## config.mk

```make
export PLATFORM = sky130hd
export DESIGN_NAME = alu_sequencer
export DESIGN_NICKNAME = d
export VERILOG_FILES = /design/src/rtl/alu_sequencer.sv
export SDC_FILE = /design/constraint.sdc
export NUM_CORES = 1
export LEC_CHECK = 0
export ABC_AREA = 0
export ABC_CLOCK_PERIOD_IN_PS = 1800
export CAP_MARGIN = 20
export CORE_AREA = 4 4 82 84
export DETAILED_ROUTE_END_ITERATION = 7
export DIE_AREA = 0 0 86 88
export PLACE_DENSITY_LB_ADDON = 0.12
export SLEW_MARGIN = 25
export SYNTH_ARGS = -nofsm -noshare
export SYNTH_HDL_FRONTEND = slang
export SYNTH_SLANG_ARGS = --single-unit
```

## constraint.sdc

```tcl
create_clock -name clk -period 1.8 [get_ports clk]
set_clock_uncertainty 0.05 [all_clocks]
set_input_delay 0.36 -clock clk [delete_from_list [all_inputs] [get_ports clk]]
set_output_delay 0.36 -clock clk [all_outputs]
set_load 0.01 [all_outputs]
```

## src/rtl/alu_sequencer.sv

```systemverilog
// alu_sequencer: four-state instruction sequencer for a register-file/ALU datapath.
//
// An instruction is accepted in IDLE on the valid/ready handshake and decoded on that
// same edge. All operand outputs are registered at that edge, so they are stable from
// DECODE through WB. A legal instruction then walks DECODE -> EXEC -> WB -> IDLE, one
// cycle each. An unknown encoding goes DECODE -> IDLE with a one-cycle illegal pulse.
//
// Optional feature (compile-time macro CARRY_IN_EN):
//   defined   - ADDC/ADDCI are legal, and cin carries flags_in[0] sampled at accept.
//   undefined - ADDC/ADDCI decode as illegal, and cin is tied to 0.
//
// Ports:
//   clk            system clock, rising edge
//   Reset          asynchronous active-low reset
//   instr          instruction word: [15:12] opcode, [11:8] Rdest, [7:4] ext/imm-hi,
//                  [3:0] Rsrc/imm-lo
//   instr_valid    requester has an instruction
//   instr_ready    sequencer can accept (IDLE only)
//   flags_in       flag register contents; bit 0 is carry
//   A_Mux_input    ALU A operand register select
//   B_Mux_input    ALU B operand register select
//   Reg_Enable     write-destination register select
//   Reg_Write      write strobe qualifying Reg_Enable (WB)
//   Imm_mux_input  1 selects Immediate as ALU B operand
//   Immediate      extended 16-bit immediate
//   OP             ALU operation code
//   cin            ALU carry-in
//   Tri_Enable     result bus drive strobe (WB)
//   Flags_Enable   flag register capture strobe (EXEC)
//   done           one-cycle completion pulse (WB)
//   illegal        one-cycle rejection pulse (DECODE)

module alu_sequencer (
    input  logic        clk,
    input  logic        Reset,
    input  logic [15:0] instr,
    input  logic        instr_valid,
    output logic        instr_ready,
    input  logic [4:0]  flags_in,
    output logic [3:0]  A_Mux_input,
    output logic [3:0]  B_Mux_input,
    output logic [3:0]  Reg_Enable,
    output logic        Reg_Write,
    output logic        Imm_mux_input,
    output logic [15:0] Immediate,
    output logic [7:0]  OP,
    output logic        cin,
    output logic        Tri_Enable,
    output logic        Flags_Enable,
    output logic        done,
    output logic        illegal
);

`ifdef CARRY_IN_EN
    localparam bit CarryInEn = 1'b1;
`else
    localparam bit CarryInEn = 1'b0;
`endif

    typedef enum logic [1:0] {
        StIdle   = 2'd0,
        StDecode = 2'd1,
        StExec   = 2'd2,
        StWb     = 2'd3
    } state_e;

    state_e state_q, state_d;

    // Handshake
    logic accept;
    assign accept = (state_q == StIdle) && instr_valid;

    // ------------------------------------------------------------------
    // Combinational decode of the incoming word (used only on accept)
    // ------------------------------------------------------------------
    logic [3:0]  opcode, ext, rdest, rsrc;
    logic [7:0]  imm8;
    logic        dec_legal;
    logic        dec_imm_sel;
    logic [3:0]  dec_b;
    logic [15:0] dec_imm;
    logic [7:0]  dec_op;
    logic        dec_no_flags;  // MOV/MOVI/LUI leave flags untouched
    logic        dec_no_write;  // CMP/CMPI only update flags
    logic        dec_carry;     // ADDC/ADDCI

    assign opcode = instr[15:12];
    assign rdest  = instr[11:8];
    assign ext    = instr[7:4];
    assign rsrc   = instr[3:0];
    assign imm8   = instr[7:0];

    always_comb begin
        dec_legal    = 1'b0;
        dec_imm_sel  = 1'b0;
        dec_b        = 4'h0;
        dec_imm      = 16'h0000;
        dec_op       = 8'h00;
        dec_no_flags = 1'b0;
        dec_no_write = 1'b0;
        dec_carry    = 1'b0;

        if (opcode == 4'h0) begin
            // R-type: operation selected by ext
            case (ext)
                4'h1, 4'h2, 4'h3, 4'h5, 4'h9: dec_legal = 1'b1;
                4'h7: begin
                    dec_legal = CarryInEn;
                    dec_carry = 1'b1;
                end
                4'hB: begin
                    dec_legal    = 1'b1;
                    dec_no_write = 1'b1;
                end
                4'hD: begin
                    dec_legal    = 1'b1;
                    dec_no_flags = 1'b1;
                end
                default: dec_legal = 1'b0;
            endcase
            if (dec_legal) begin
                dec_op = {4'h0, ext};
                dec_b  = rsrc;
            end
        end else begin
            // I-type: operation selected by opcode, B comes from Immediate
            case (opcode)
                4'h1, 4'h2, 4'h3: begin
                    dec_legal = 1'b1;
                    dec_imm   = {8'h00, imm8};
                end
                4'h5, 4'h9: begin
                    dec_legal = 1'b1;
                    dec_imm   = {{8{imm8[7]}}, imm8};
                end
                4'h7: begin
                    dec_legal = CarryInEn;
                    dec_carry = 1'b1;
                    dec_imm   = {{8{imm8[7]}}, imm8};
                end
                4'hB: begin
                    dec_legal    = 1'b1;
                    dec_no_write = 1'b1;
                    dec_imm      = {{8{imm8[7]}}, imm8};
                end
                4'hD: begin
                    dec_legal    = 1'b1;
                    dec_no_flags = 1'b1;
                    dec_imm      = {{8{imm8[7]}}, imm8};
                end
                4'hF: begin
                    dec_legal    = 1'b1;
                    dec_no_flags = 1'b1;
                    dec_imm      = {imm8, 8'h00};
                end
                default: dec_legal = 1'b0;
            endcase
            if (dec_legal) begin
                dec_op      = {opcode, 4'h0};
                dec_imm_sel = 1'b1;
            end else begin
                dec_imm = 16'h0000;
            end
        end
    end

    // ------------------------------------------------------------------
    // Operand registers: loaded on accept, held until the next accept.
    // An illegal word loads all-zero operands.
    // ------------------------------------------------------------------
    logic        legal_q;
    logic        no_flags_q;
    logic        no_write_q;
    logic [3:0]  a_sel_q;
    logic [3:0]  b_sel_q;
    logic [3:0]  reg_en_q;
    logic        imm_sel_q;
    logic [15:0] imm_q;
    logic [7:0]  op_q;

    always_ff @(posedge clk or negedge Reset) begin
        if (!Reset) begin
            legal_q    <= 1'b0;
            no_flags_q <= 1'b0;
            no_write_q <= 1'b0;
            a_sel_q    <= 4'h0;
            b_sel_q    <= 4'h0;
            reg_en_q   <= 4'h0;
            imm_sel_q  <= 1'b0;
            imm_q      <= 16'h0000;
            op_q       <= 8'h00;
        end else if (accept) begin
            legal_q    <= dec_legal;
            no_flags_q <= dec_no_flags;
            no_write_q <= dec_no_write;
            a_sel_q    <= dec_legal ? rdest : 4'h0;
            b_sel_q    <= dec_b;
            reg_en_q   <= dec_legal ? rdest : 4'h0;
            imm_sel_q  <= dec_imm_sel;
            imm_q      <= dec_imm;
            op_q       <= dec_op;
        end
    end

`ifdef CARRY_IN_EN
    logic cin_q;
    logic unused_flags;
    assign unused_flags = ^flags_in[4:1];

    always_ff @(posedge clk or negedge Reset) begin
        if (!Reset) begin
            cin_q <= 1'b0;
        end else if (accept) begin
            cin_q <= dec_legal && dec_carry && flags_in[0];
        end
    end
    assign cin = cin_q;
`else
    logic unused_flags;
    assign unused_flags = ^{flags_in, dec_carry};
    assign cin = 1'b0;
`endif

    assign A_Mux_input   = a_sel_q;
    assign B_Mux_input   = b_sel_q;
    assign Reg_Enable    = reg_en_q;
    assign Imm_mux_input = imm_sel_q;
    assign Immediate     = imm_q;
    assign OP            = op_q;

    // ------------------------------------------------------------------
    // FSM: state register
    // ------------------------------------------------------------------
    always_ff @(posedge clk or negedge Reset) begin
        if (!Reset) begin
            state_q <= StIdle;
        end else begin
            state_q <= state_d;
        end
    end

    // FSM: next state
    always_comb begin
        state_d = state_q;
        case (state_q)
            StIdle:   if (accept) state_d = StDecode;
            StDecode: state_d = legal_q ? StExec : StIdle;
            StExec:   state_d = StWb;
            StWb:     state_d = StIdle;
            default:  state_d = StIdle;
        endcase
    end

    // FSM: strobes, all decoded from state so reset clears them at once
    always_comb begin
        instr_ready  = 1'b0;
        illegal      = 1'b0;
        Flags_Enable = 1'b0;
        Tri_Enable   = 1'b0;
        Reg_Write    = 1'b0;
        done         = 1'b0;
        case (state_q)
            StIdle:   instr_ready = 1'b1;
            StDecode: illegal = !legal_q;
            StExec:   Flags_Enable = !no_flags_q;
            StWb: begin
                Tri_Enable = !no_write_q;
                Reg_Write  = !no_write_q;
                done       = 1'b1;
            end
            default: ;
        endcase
    end

endmodule

```

== Yosys cells after proc, flatten, opt, wreduce, memory -nomap -nowiden ==
Cells that the tools add are included.
Operators by class
  add/subtract/negate cells: 0
  divide/modulo/power cells: 0
  reduce and logical (&&, ||, !) cells: 11
  bitwise gates (word level): 0
  multiplexer cells: 30
  order comparisons: 0
  shift operators: 0
  eq/ne operators: 20
  multipliers: 0
Operator list (count)
  $pmux 16 s3: 1
  $mux 16: 2
  $eq 4x4->1 const B: 7
  $mux 1: 18
  $eq 4x2->1 const B: 4
  $mux 4: 4
  $mux 8: 2
  $eq 4x3->1 const B: 3
  $eq 4x1->1 const B: 2
  $pmux 2 s4: 1
  $reduce_or 8->1: 1
  $reduce_or 7->1: 1
  $reduce_or 5->1: 1
  $eq 2x2->1 const B: 2
  $logic_not 4->1: 1
  $mux 2: 2
  $logic_not 1->1: 3
  $reduce_or 3->1: 1
  $eq 2x1->1 const B: 1
  $logic_not 2->1: 1
  $ne 2x2->1 const B: 1
  $reduce_or 2->1: 1
  $logic_and 1x1->1: 1
Storage, ports and cells
  input bits: 24
  output and inout port bits: 44
  register bits after elaboration: 38
  word-level logic and storage cells: 70
  ROM bits: 0
  latch bits: 0
  RAM bits: 0
  memories: 0

== Longest topological paths before layout ==
  word-level depth: 6
  mapped depth: 6

== Worst setup path after synthesis ==
No wires, ideal clock.
  path kind: reg2reg
  start: register state_q[0]
  end: register no_write_q
  slack: 303 ps
  buffers on the path: 3
  library setup time: 125 ps
  stages on the path, launching flop included: 7
  period minus slack after synthesis: 1497 ps
  data arrival time: 1323 ps
  cell sequence: dfrtp_1 > buf_6 > or3b_1 > buf_6 > buf_6 > a41oi_1 > a21oi_1
On the way
  longest elaborated chain between the ends: 2
Ends and longest elaborated chain
  start: declaration: RTL line 67  | state_e state_q, state_d;
  start signal: assignment: RTL line 236  | state_q <= StIdle;
  start signal: assignment: RTL line 238  | state_q <= state_d;
  $logic_not 2->1: RTL line 71  | assign accept = (state_q == StIdle) && instr_valid;
  $logic_and 1x1->1: RTL line 71
  end signal: assignment: RTL line 195  | no_write_q <= dec_no_write;
  end: declaration: RTL line 173  | logic no_write_q;
No other way between the ends.
A chain may end at the register's enable or synchronous reset.

==> metrics.md <==
| Metric | Value |
|---|---|
| Status | finished clean |
| Layout cells sized above 1 | 16.6% |
| Ys flop type | dfrtp_1 |
| RSZ-0062 raised after global routing | no |
| Die footprint | 7570 µm² |
| H-tree depth | 2 |
| Synth Cell Area | 1780 µm² |
| Later-pin clock latency in the skew report | 0.29 ns |
| Layout fillers | 578 |
| Cell Rows | 28 |
| Antenna diodes | 0 |
| Clock sink total | 38 |
| Syn avg cell area | 9.87 µm² |
| Routed len/inst | 14.2 µm |
| Min Clock Period, post-route | 1.72 ns |
| Number of CTS-inserted buffers | 5 |
| Flops & latches, synth | 38 |
| DP Worst Slack | -0.119 ns |
| Final #Nets | 282 |
| DP HPWL | 3530 µm |
| First-pass GRT wire length | 7910 µm |
| Initial antenna violation count | 0 |
| CP Capture Type | output pin |
| Highest-count cells in the layout ignoring fill and taps | clkdlybuf4s50_1 (54), nand2_1 (43), dfrtp_1 (38) |
| Via Count | 1,566 |
| DR DRC count | 0 |
| Hold Slack | 0.424 ns |
| Slew Viols, Final | 0 |
| Leak pwr | 1.21 nW |
| Cell variety after synth | 33 |
| Setup Viol. Count Final | 0 |
| CORE AREA | 5920 µm² |
| Cells after DPL | 321 |
| CTS tree | done |
| Startpoint Class | flip-flop |
| Initial core utilization | 30.0% |
| Synth Net Count | 204 |
| Hold WC Path Type | reg -> reg |
| Clock Root Buffer | clkbuf_8 |
| Final Wtd Congestion | 0.712 |
| FF+latch area | 951 µm² |
| EDFF count, synth | 0 |
| Mapped Cells | 180 |
| First-pass iteration count of the detailed router | 4 |
| Largest net degree at the start of global routing | 29 |
| Detailed Route WL | 4750 µm |
| WP data arrival | 1.31 ns |
| Die H | 88 µm |
| I/O Buffers | 61 |
| Most common cell after layout, fill and taps aside | clkdlybuf4s50_1 |
| Gr usage total | 13.3% |
| Warnings from Yosys | 0 |
| Total gr overflow | 0 |
| Pwr/cell area | 1310 nW/µm² |
| Sequential cell area fraction in the yosys report | 53.5% |
| Worst Path Max Fanout | 4 |
| Ys async rst share | 100% |
| Post-Layout Cell Count | 334 |
| Die width | 86 µm |
| Num ports | 68 |
| Antenna Violating Nets Remaining | 0 |
| Clock buffer depth | 2 |
| First DRT Iteration DRCs | 49 |
| Pwr Total | 3.56 mW |
| Max rail drop VDD | 0.578 mV |
| Crit Path Class | reg -> out |
| P&R area growth vs syn | 52.7% |
| Clk slew on worst S/H paths | 0.07 ns |
| Worst Path Required | 1.39 ns |
| Final Hold Viols | 0 |
| Post-route worst setup slack | 0.0816 ns |
| Max cap viols | 0 |
| Area occupied by multi-input gates | 691 µm² |
| Vias in the first global route | 1,660 |
| Fmax | 582 MHz |
| Final Cycle Share | 95.5% |
| DR vias/cell | 4.69 |
==> registers in the layout, summed over array words and instances, names as in the netlist, named ones only <==
signal / count
OP: 8
B_Mux_input: 4
Imm_mux_input: 1
Reg_Enable: 4
no_flags_q: 1
no_write_q: 1
state_q: 1
Immediate: 16
legal_q: 1
==> critical path: stages, from the launching register on <==
cell and delay (ns):
dfrtp_1 0.41, buf_4 0.15, nor3b_1 0.18, dlygate4sd2_1 0.29
==> through the flow <==
step                      setup TNS, ns  instance area [µm²]  utilization, %
after CTS                             0                 2710            45.8
final                                 0                 2710            45.8
after detailed placement          -2.16                 2570            43.3
after global placement            -1.83                 2570            43.3
after global routing                  0                 2710            45.8
after floorplan                       0                 1780               -
==> cells in the mapped netlist, types with 2 or more instances <==
master / count / area [µm²]
clkbuf_1: 2 / 7.51
nor2_1: 6 / 22.5
a21oi_1: 2 / 10.0
nor2b_1: 4 / 25.0
buf_2: 7 / 35.0
o31ai_1: 7 / 52.6
dfrtp_1: 38 / 951
nand4_1: 2 / 12.5
nor3b_1: 2 / 15.0
inv_1: 2 / 7.51
o21ai_0: 20 / 100
mux2i_1: 4 / 40.0
nand3_1: 3 / 15.0
a22oi_1: 7 / 52.6
a31oi_1: 6 / 37.5
buf_4: 6 / 45.0
nand2_1: 43 / 161
buf_6: 4 / 45.0
==> logic make-up (layout without fill, tap and decap cells) <==
group | count (synthesis) | count (layout) | share of synthesized area, %
DFF | 38 | 38 | 53.5
buffers and inverters | 21 | 100 | 7.89
and+or+nand+nor | 67 | 67 | 18.2
other | 1 | 1 | 0.211
AOI/OAI and AO/OA | 48 | 48 | 17.2
muxes | 5 | 5 | 3.03
==> where the power goes <==
| part | internal [mW] | switching [mW] | total, mW | leakage [nW] |
|---|---|---|---|---|
| clock network | 0.412 | 0.314 | 0.726 | 0.0504 |
| logic | 0.854 | 0.690 | 1.54 | 0.657 |
| registers | 1.12 | 0.163 | 1.29 | 0.499 |
| total | 2.39 | 1.17 | 3.56 | 1.21 |
==> layer usage <==
metal	GRT usage, %	share of wire, %
met5	0	0
met4	3.45	0.88
met3	4.70	7.3
met2	22.9	50
met1	15.8	42
==> final timing paths <==
path	start	end	slack, ns	cells after the start
max in group asynchronous	Reset	Imm_mux_input	0.73	3
hold reg to reg	Immediate[15]	Immediate[15]	0.42	2
hold / removal	Immediate[15]	Immediate[15]	0.42	2
setup / recovery	flip-flop	illegal	0.08	3
setup reg to reg	flip-flop	Reg_Enable[3]	0.16	5
min in group asynchronous	Reset	Immediate[3]	0.50	2
==> layout make-up <==
class | count | share of cell area (%)
clock buffers | 5 | 2.54
well taps | 75 | 3.46
multi-input cells | 121 | 25.5
repair buffers | 90 | 31.5
clock inverters | 3 | 1.66
inverters | 2 | 0.277
flip-flops and latches | 38 | 35.1
==> timing repair <==
action | in CTS | in global routing
gates resized for setup | 5 | 3
endpoints found under the hold margin | 19 | 0
setup endpoints to repair | 6 | 2
buffers inserted | 4 | 0
hold buffers | 1 | 0
Power figures use the tool's default switching activity.
